## src/rtl/rc_filter_pkg.sv

```systemverilog
// rc_filter_pkg: shared definitions for the polyphase raised-cosine filter.
//   acc_width      - full-precision accumulator width for a TAPS-term dot product
//   DEFAULT_COEFS  - raised-cosine taps, rolloff 0.5, OS=4, TAPS=6, S(8,7),
//                    coefficient k at bits [k*8 +: 8], peak (127) at k=12
//   format_sample  - arithmetic right shift with optional round half-up and
//                    saturation; the caller keeps the low S_OUT bits
//   run_state_t    - output-valid priming state
package rc_filter_pkg;

  localparam int DEF_OS     = 4;
  localparam int DEF_TAPS   = 6;
  localparam int DEF_S_COEF = 8;
  localparam int FMT_W      = 64;

  typedef enum logic {
    ST_PRIME,
    ST_RUN
  } run_state_t;

  // Raised cosine sampled at t = (k-12)/4 symbols, scaled by 128 and clipped
  // to 127; listed from k=23 (MSB) down to k=0 (LSB).
  localparam logic [DEF_OS*DEF_TAPS*DEF_S_COEF-1:0] DEFAULT_COEFS =
    192'h0102_0300_F9F1_F000_224D_727F_724D_2200_F0F1_F900_0302_0100;

  function automatic int acc_width(input int s_coef, input int s_in, input int taps);
    return s_coef + s_in + $clog2(taps);
  endfunction

  // Rounding adds half an output LSB before the shift so that ties go up.
  function automatic logic signed [FMT_W-1:0] format_sample(
    input logic signed [FMT_W-1:0] acc,
    input int                      shift,
    input int                      s_out,
    input bit                      sat_en
  );
    logic signed [FMT_W-1:0] one;
    logic signed [FMT_W-1:0] v;
    logic signed [FMT_W-1:0] hi;
    logic signed [FMT_W-1:0] lo;
    one = 1;
    v   = acc;
    if (sat_en && (shift > 0)) v = v + (one <<< (shift - 1));
    v  = v >>> shift;
    hi = (one <<< (s_out - 1)) - one;
    lo = -(one <<< (s_out - 1));
    if (sat_en) begin
      if (v > hi) v = hi;
      else if (v < lo) v = lo;
    end
    return v;
  endfunction

endpackage

```

## src/rtl/rc_filter_poly_if.sv

```systemverilog
// rc_filter_poly_if: symbol-in / sample-out bus of the polyphase RC filter.
//   i_valid, i_symbol              - symbol source -> filter
//   o_ready, o_valid, o_filter,
//   o_underflow                    - filter -> source / sink
// Modports: master = symbol source and sample sink, slave = the filter.
interface rc_filter_poly_if #(
  parameter int N_CH  = 2,
  parameter int S_IN  = 2,
  parameter int S_OUT = 10
) ();

  logic                    i_valid;
  logic [N_CH*S_IN-1:0]    i_symbol;
  logic                    o_ready;
  logic                    o_valid;
  logic [N_CH*S_OUT-1:0]   o_filter;
  logic                    o_underflow;

  modport master (
    output i_valid, i_symbol,
    input  o_ready, o_valid, o_filter, o_underflow
  );

  modport slave (
    input  i_valid, i_symbol,
    output o_ready, o_valid, o_filter, o_underflow
  );

endinterface

```

## src/rtl/rc_filter_mac.sv

```systemverilog
// rc_filter_mac: one channel's TAPS-deep symbol delay line and the
// TAPS-term dot product against the coefficients of a selected phase.
//   clock, i_reset - rising-edge clock, synchronous active-high reset
//   i_shift        - shift the delay line, i_sample enters x[0]
//   i_sample       - signed symbol (already zeroed on underflow)
//   i_phase        - polyphase branch, selects COEFS[t*OS + i_phase]
//   o_acc          - full-precision signed dot product (combinational)
module rc_filter_mac
  import rc_filter_pkg::*;
#(
  parameter int OS     = 4,
  parameter int TAPS   = 6,
  parameter int S_COEF = 8,
  parameter int S_IN   = 2,
  parameter int S_ACC  = acc_width(S_COEF, S_IN, TAPS),
  parameter logic [OS*TAPS*S_COEF-1:0] COEFS = DEFAULT_COEFS
) (
  input  logic                    clock,
  input  logic                    i_reset,
  input  logic                    i_shift,
  input  logic signed [S_IN-1:0]  i_sample,
  input  logic [$clog2(OS)-1:0]   i_phase,
  output logic signed [S_ACC-1:0] o_acc
);

  logic signed [S_IN-1:0] taps_q [TAPS];

  always_ff @(posedge clock) begin
    if (i_reset) begin
      for (int t = 0; t < TAPS; t++) taps_q[t] <= '0;
    end else if (i_shift) begin
      taps_q[0] <= i_sample;
      for (int t = 1; t < TAPS; t++) taps_q[t] <= taps_q[t-1];
    end
  end

  // Both factors are sign-extended to the accumulator width first, so the
  // products and the sum are exact.
  always_comb begin
    logic signed [S_COEF-1:0] coef;
    coef  = '0;
    o_acc = '0;
    for (int t = 0; t < TAPS; t++) begin
      coef  = COEFS[(t*OS + int'(i_phase))*S_COEF +: S_COEF];
      o_acc = o_acc + S_ACC'(coef) * S_ACC'(taps_q[t]);
    end
  end

endmodule

```

## src/rtl/rc_filter_poly.sv

```systemverilog
// rc_filter_poly: N_CH-channel polyphase raised-cosine transmit filter.
// Accepts one symbol per channel every OS enabled cycles and emits one
// filtered sample per channel every enabled cycle.
//   clock      - rising-edge clock
//   i_reset    - synchronous active-high reset, priority over i_enable
//   i_enable   - global clock enable, low freezes all state
//   bus        - rc_filter_poly_if.slave: i_valid/i_symbol in,
//                o_ready/o_valid/o_filter/o_underflow out
// Build option: RC_FILTER_SAT_EN selects round half-up plus saturation;
// without it the output is floored and wrapped to S_OUT bits.
module rc_filter_poly
  import rc_filter_pkg::*;
#(
  parameter int OS        = 4,
  parameter int TAPS      = 6,
  parameter int S_COEF    = 8,
  parameter int S_IN      = 2,
  parameter int N_CH      = 2,
  parameter int S_OUT     = 10,
  parameter int OUT_SHIFT = 0,
  parameter logic [OS*TAPS*S_COEF-1:0] COEFS = DEFAULT_COEFS
) (
  input  logic             clock,
  input  logic             i_reset,
  input  logic             i_enable,
  rc_filter_poly_if.slave  bus
);

  localparam int S_ACC = acc_width(S_COEF, S_IN, TAPS);
  localparam int PH_W  = $clog2(OS);
  localparam logic [PH_W-1:0] PH_LAST = PH_W'(OS - 1);

`ifdef RC_FILTER_SAT_EN
  localparam bit SAT_EN = 1'b1;
`else
  localparam bit SAT_EN = 1'b0;
`endif

  logic [PH_W-1:0]         ph;
  logic [PH_W-1:0]         ph_d;
  run_state_t              state;
  run_state_t              state_next;
  logic                    accept;
  logic signed [S_ACC-1:0] acc [N_CH];
  logic [N_CH*S_OUT-1:0]   filter_q;
  logic [N_CH*S_OUT-1:0]   filter_next;
  logic                    valid_q;
  logic                    underflow_q;

  assign accept          = i_enable && (ph == '0);
  assign bus.o_ready     = accept;
  assign bus.o_valid     = valid_q;
  assign bus.o_filter    = filter_q;
  assign bus.o_underflow = underflow_q;

  // A missing symbol at an accept slot is replaced by zero so the sample
  // rate never stalls.
  for (genvar c = 0; c < N_CH; c++) begin : g_ch
    logic signed [S_IN-1:0] sample;
    assign sample = bus.i_valid ? bus.i_symbol[c*S_IN +: S_IN] : '0;

    rc_filter_mac #(
      .OS     (OS),
      .TAPS   (TAPS),
      .S_COEF (S_COEF),
      .S_IN   (S_IN),
      .S_ACC  (S_ACC),
      .COEFS  (COEFS)
    ) u_mac (
      .clock    (clock),
      .i_reset  (i_reset),
      .i_shift  (accept),
      .i_sample (sample),
      .i_phase  (ph_d),
      .o_acc    (acc[c])
    );
  end

  always_ff @(posedge clock) begin
    if (i_reset) state <= ST_PRIME;
    else         state <= state_next;
  end

  // The output register holds a meaningless zero after the first enabled
  // edge, so o_valid only starts once one enabled cycle has passed.
  always_comb begin
    state_next = state;
    case (state)
      ST_PRIME: if (i_enable) state_next = ST_RUN;
      ST_RUN:   state_next = ST_RUN;
      default:  state_next = ST_PRIME;
    endcase
  end

  always_comb begin
    filter_next = '0;
    for (int c = 0; c < N_CH; c++) begin
      filter_next[c*S_OUT +: S_OUT] =
        S_OUT'(format_sample(FMT_W'(acc[c]), OUT_SHIFT, S_OUT, SAT_EN));
    end
  end

  // The output register samples the delay line as it stands before any
  // shift on the same edge, which gives the two-edge accept-to-sample delay.
  always_ff @(posedge clock) begin
    if (i_reset) begin
      ph          <= '0;
      ph_d        <= '0;
      filter_q    <= '0;
      valid_q     <= 1'b0;
      underflow_q <= 1'b0;
    end else begin
      valid_q     <= i_enable && (state == ST_RUN);
      underflow_q <= accept && !bus.i_valid;
      if (i_enable) begin
        ph       <= (ph == PH_LAST) ? '0 : ph + PH_W'(1);
        ph_d     <= ph;
        filter_q <= filter_next;
      end
    end
  end

endmodule

```

## src/flat_wrapper.sv

```systemverilog
// flat-port wrapper written by rule: the top's interface ports become plain ports
module rc_filter_poly_flat import rc_filter_pkg::*;
#(
  parameter int OS        = 4,
  parameter int TAPS      = 6,
  parameter int S_COEF    = 8,
  parameter int S_IN      = 2,
  parameter int N_CH      = 2,
  parameter int S_OUT     = 10,
  parameter int OUT_SHIFT = 0,
  parameter logic [OS*TAPS*S_COEF-1:0] COEFS = DEFAULT_COEFS
)
  (clock, i_reset, i_enable, bus_i_valid, bus_i_symbol, bus_o_ready, bus_o_valid, bus_o_filter, bus_o_underflow);
  rc_filter_poly_if #(.N_CH(N_CH), .S_IN(S_IN), .S_OUT(S_OUT)) bus_i ();
  input  logic clock;
  input  logic i_reset;
  input  logic i_enable;
  input wire logic [$bits(bus_i.i_valid)-1:0] bus_i_valid;
  input wire logic [$bits(bus_i.i_symbol)-1:0] bus_i_symbol;
  output wire logic [$bits(bus_i.o_ready)-1:0] bus_o_ready;
  output wire logic [$bits(bus_i.o_valid)-1:0] bus_o_valid;
  output wire logic [$bits(bus_i.o_filter)-1:0] bus_o_filter;
  output wire logic [$bits(bus_i.o_underflow)-1:0] bus_o_underflow;
  assign bus_i.i_valid = bus_i_valid;
  assign bus_i.i_symbol = bus_i_symbol;
  assign bus_o_ready = bus_i.o_ready;
  assign bus_o_valid = bus_i.o_valid;
  assign bus_o_filter = bus_i.o_filter;
  assign bus_o_underflow = bus_i.o_underflow;
  rc_filter_poly #(.OS(OS), .TAPS(TAPS), .S_COEF(S_COEF), .S_IN(S_IN), .N_CH(N_CH), .S_OUT(S_OUT), .OUT_SHIFT(OUT_SHIFT), .COEFS(COEFS)) u_core (.clock(clock), .i_reset(i_reset), .i_enable(i_enable), .bus(bus_i));
endmodule
```

## config.mk

```make
export PLATFORM = sky130hd
export DESIGN_NAME = rc_filter_poly_flat
export DESIGN_NICKNAME = d
export VERILOG_FILES = /design/src/rtl/rc_filter_pkg.sv /design/src/rtl/rc_filter_poly_if.sv /design/src/rtl/rc_filter_mac.sv /design/src/rtl/rc_filter_poly.sv /design/src/flat_wrapper.sv
export SDC_FILE = /design/constraint.sdc
export NUM_CORES = 1
export LEC_CHECK = 0
export ABC_AREA = 0
export CAP_MARGIN = 20
export CORE_UTILIZATION = 60
export CTS_BUF_LIST = sky130_fd_sc_hd__clkbuf_16
export DETAILED_ROUTE_END_ITERATION = 10
export PLACE_DENSITY = 0.9
export SLEW_MARGIN = 20
export SYNTH_ARGS = -nofsm -noshare
export SYNTH_HDL_FRONTEND = slang
export SYNTH_SLANG_ARGS = --single-unit
```

## constraint.sdc

```tcl
create_clock -name clock -period 9.3 [get_ports clock]
set_input_delay 0.93 -clock clock [delete_from_list [all_inputs] [get_ports clock]]
set_output_delay 0.93 -clock clock [all_outputs]
set_load 0.01 [all_outputs]
```

==> run summary <==
The flow ran to the end, and the final reports show no timing, DRC or antenna violations. For this run, the leading register cell type out of synthesis is sky130_fd_sc_hd__dfxtp_1. The async set or reset register ratio after synthesis is 0%.

The worst hold slack after final layout came out at 488 ps. At the later pin of the worst-skew pair, clock insertion delay measures 290 ps. The cell that appears most often on the critical path is sky130_fd_sc_hd__fa_1. The wire length of the first global-routing pass came out at 23.5 mm. The sequential element share of the synthesized area came out at 19.0%. Entering global routing, the biggest net connects 34 pins. The buffer cell driving the clock tree root is sky130_fd_sc_hd__clkbuf_16. The relative max-transition margin came out at 29.4%. In the routed design, unresolved DRC markers number 0. The total clock buffers created by CTS is 5. Ranked by total cell area, the synthesized netlist is headed by sky130_fd_sc_hd__fa_1 34%, sky130_fd_sc_hd__ha_1 13%, sky130_fd_sc_hd__edfxtp_1 11%.

The remaining antenna violation count is 0. The net switching power came out at 875 uW. The number of synthesized flops with an enable pin is 24. The netlist uses 38 different library cells. The number of clock sinks is 51. The cell row count is 38. The total nets after synthesis is 864. Compared with the post-synthesis result, the final layout area differs by 8.67%. The largest fanout of any net on the critical path is 16. The number of max-cap violations is 0.

For this design, the CTS-stage hold fixing added 0 buffers. Traced cell by cell, the critical path runs through inv_1 > ha_1 > o21ai_0 > inv_1 > fa_1 > inv_1 > fa_1 > fa_1 > fa_1 > fa_1 > inv_1 > ha_1 > nor2b_1 > o21ai_1 > a21oi_1 > o41ai_4 > xnor2_1 > a211oi_1. The area share of the largest cell type after synthesis is 33.5%. The cell area that synthesis handed to floorplanning was 6630 um^2.

The number of vias per cell after detailed routing is 5.41. The switching share of power came out at 45.6%. Per report_power, the combinational group accounts for 72.7% of the total. In the final routing, the length of wire on met1 measures 5.67 mm. The startpoint identified for the worst register-to-register timing path is u_core.ph_d[1]$_SDFFE_PP0P_. The tightest min-delay check is of the reg2reg type. The number of vias in the routed layout came out at 4,528. The number of global-route vias before repair is 4,975. In this run the count of I/O pins placed on the die edge is 31.

The clock network power share came out at 10.7%. The final standard cell count with taps included and fillers excluded came out at 837. The die covers 11,500 um^2.

The area of the core region came out at 10,800 um^2. Setup repair after global routing left no endpoint under its margin. In this run the critical register-to-register path is captured at u_core.bus.o_filter[9]$_SDFFE_PP0P_. The post-placement cell count came out at 829. The maximum clock frequency is 0.171 GHz. In the detailed route, the total length drawn on met3 is 723 um.

After detailed routing, the total wire length is 14.0 mm. The number of antenna violations at the first check in global routing was 0. The slowest stage of the critical path belongs to the cell sky130_fd_sc_hd__dfxtp_1. The effective utilization at floorplan is 61.4%. Data on the critical path is required at its endpoint by 9520 ps. The data arrival time at the worst-slack endpoint came out at 6070 ps. STA classifies the critical path endpoint as a flop. Dividing the synthesized area by the synthesized cell count gives 9.77 um^2. The final design utilization came out at 66.7%. The first routing iteration left 328 violations.

The count of cells along the worst register-to-register path came out at 18. The count of buffers added on input and output ports is 30. The final layout contains 882 nets. The startpoint class of the critical path is a flop.

Setup slack on the worst reg-to-reg path comes out at 3440 ps. The H-tree depth came out at 2. The leakage power of the design came out at 0.00350 uW. In this run the power density over the cells is 266 nW/um^2. The type of the worst setup path is reg2reg. The minimum clock period is 5860 ps. The floorplan step set the die height to 107 um. The total power draw came out at 1920 uW. The detailed-route wire length per cell is 16.7 um.

The worst clock skew on the final layout is 5.28 ps. Summed over all nets, the half-perimeter wirelength after detailed placement is 11.5 mm. The highest metal layer with signal wires is met4.

The summed negative setup slack over all endpoints is 0 ps. The post-CTS setup buffer count came out at 0. The global route total overflow came out at 0.

The measured slew at the worst slew-check pin is 1060 ps. The largest area contributor in the synthesized netlist is sky130_fd_sc_hd__fa_1. The clock-pin slew reported for the worst setup and hold paths after clock tree synthesis came out at 70 ps. Synthesis inferred 51 register bits. The first-pass detailed-route iteration total came out at 5.

The number of warnings issued by yosys came out at 0. TritonCTS built the clock tree. The cell count after synthesis came out at 678. The final count of pins violating max slew is 0. The final number of setup-violating endpoints is 0.

The count of cells resized by post-cts repair came out at 0. The cell-internal power is 1040 uW. The count of cells along the worst hold path came out at 2. The share of final-layout standard cells stronger than drive strength 1 is 1.87%. The final hold violation count is 0. Of the total power, registers draw 16.6%. The worst hold path begins at u_core.bus.o_filter[7]$_SDFFE_PP0P_.

Measured along the x axis, the die boundary spans 107 um. The peak per-stage delay on the critical path came out at 660 ps. The maximum clock path buffer count came out at 2. Of the available clock period, the critical path in the final layout requires 63.0%. The total routing resource utilization after global routing is 26.9%.

The met2 wire length is 7.22 mm. Routability-driven placement finished with a final weighted congestion of 0.896. The path with the worst hold slack has its endpoint at u_core.bus.o_filter[7]$_SDFFE_PP0P_. The number of diodes came out at 0.

IR analysis of the VDD net gives a maximum drop of 0.175 mV.
[stage by stage]
stage	cell area [um^2]	setup slack [ps]
5_1_grt	7200	3050
6_report	7200	3440
2_1_floorplan	6630	3920
3_3_place_gp	7040	3710
3_5_place_dp	7040	3480
4_1_cts	7200	3470
[power groups by stage]
stage	Clock [uW]	Combinational, uW	Sequential (uW)
global placement	0	1320	320
floorplan	0	1050	325
detailed placement	0	1390	323
global route	216	1590	324
CTS	204	1400	318
finish	205	1390	319
[cell usage after synthesis (13+ instances only)]
master                     number
sky130_fd_sc_hd__dfxtp_1       27
sky130_fd_sc_hd__nor3_1        13
sky130_fd_sc_hd__clkbuf_1      18
sky130_fd_sc_hd__nor2_1        40
sky130_fd_sc_hd__ha_1          67
sky130_fd_sc_hd__a21oi_1       15
sky130_fd_sc_hd__edfxtp_1      24
sky130_fd_sc_hd__nand2_1       33
sky130_fd_sc_hd__and2_1        28
sky130_fd_sc_hd__nor2b_1       19
sky130_fd_sc_hd__fa_1         111
sky130_fd_sc_hd__inv_1        168
sky130_fd_sc_hd__xnor2_1       34
[worst max-delay path, delay by kind of cell (launching register included)]
kind,cells,cell delay [ps]
adder cells (fa/ha/maj),7,3180
AO/OA/AOI/OAI,5,1120
flip-flops,1,660
buffers and inverters,4,500
AND/OR/NAND/NOR,1,180
XOR/XNOR,1,130
[per-layer routing]
metal | GRT usage, % | vias up
li1 | - | 2100
met1 | 34.0 | 2254
met2 | 47.8 | 148
met3 | 3.77 | 26
met4 | 8.41 | 0
met5 | 0 | -
[final cells by class]
type | instances | area (um^2)
Inverter | 168 | 631
Fill cell | 841 | 3590
Clock buffer | 6 | 150
Tap cell | 140 | 175
Sequential cell | 51 | 1260
Timing Repair Buffer | 32 | 315
Multi-Input combinational cell | 438 | 4650
Clock inverter | 2 | 13.8
[sequential cells by signal, indices dropped and copies added, names as in the netlist]
signal,count
u_core.bus.o_filter,20
u_core.bus.o_underflow,1
u_core.bus.o_valid,1
u_core.g_ch.u_mac.taps_q,24
u_core.ph,2
u_core.ph_d,2
u_core.state,1
[how the worst max path moves through the flow]
stage | startpoint | endpoint | slack, ps | cells after the start
finish | u_core.ph_d[1]$_SDFFE_PP0P_ | u_core.bus.o_filter[9]$_SDFFE_PP0P_ | 3440 | 18
global route | u_core.ph_d[1]$_SDFFE_PP0P_ | u_core.bus.o_filter[9]$_SDFFE_PP0P_ | 3050 | 18
CTS | u_core.ph_d[1]$_SDFFE_PP0P_ | u_core.bus.o_filter[9]$_SDFFE_PP0P_ | 3470 | 18
detailed placement | u_core.ph_d[1]$_SDFFE_PP0P_ | u_core.bus.o_filter[9]$_SDFFE_PP0P_ | 3480 | 18
global placement | u_core.ph_d[1]$_SDFFE_PP0P_ | u_core.bus.o_filter[9]$_SDFFE_PP0P_ | 3710 | 18
floorplan | u_core.ph_d[0]$_SDFFE_PP0P_ | u_core.bus.o_filter[9]$_SDFFE_PP0P_ | 3920 | 20
[layout by cell type, fill, tap and decap left out, types with 3 or more instances in the layout]
| cell | count |
|---|---|
| sky130_fd_sc_hd__and3_1 | 7 |
| sky130_fd_sc_hd__clkdlybuf4s50_1 | 30 |
| sky130_fd_sc_hd__dfxtp_1 | 27 |
| sky130_fd_sc_hd__xnor2_1 | 34 |
| sky130_fd_sc_hd__nor2_1 | 40 |
| sky130_fd_sc_hd__and2_1 | 28 |
| sky130_fd_sc_hd__o21ai_0 | 7 |
| sky130_fd_sc_hd__nand2_1 | 33 |
| sky130_fd_sc_hd__nor2b_1 | 19 |
| sky130_fd_sc_hd__fa_1 | 111 |
| sky130_fd_sc_hd__edfxtp_1 | 24 |
| sky130_fd_sc_hd__clkbuf_16 | 6 |
| sky130_fd_sc_hd__nor3_1 | 13 |
| sky130_fd_sc_hd__mux2i_1 | 10 |
| sky130_fd_sc_hd__ha_1 | 67 |
| sky130_fd_sc_hd__or3_1 | 3 |
| sky130_fd_sc_hd__a21o_1 | 7 |
| sky130_fd_sc_hd__nand3_1 | 7 |
| sky130_fd_sc_hd__a21oi_1 | 15 |
| sky130_fd_sc_hd__inv_1 | 168 |
| sky130_fd_sc_hd__o21bai_1 | 3 |
| sky130_fd_sc_hd__a211oi_1 | 6 |
| sky130_fd_sc_hd__nand2b_1 | 9 |
[cell families after synthesis]
logic type	after synthesis	synth area share, %
adders and majority gates	178	46.2
AOI/OAI and AO/OA	49	5.14
buffers and inverters	189	10.7
muxes	11	1.68
and+or+nand+nor	164	12.5
xor gates and xnor gates	36	4.76
DFF	51	19.0
Note: power is estimated with default switching activity, not from simulation.
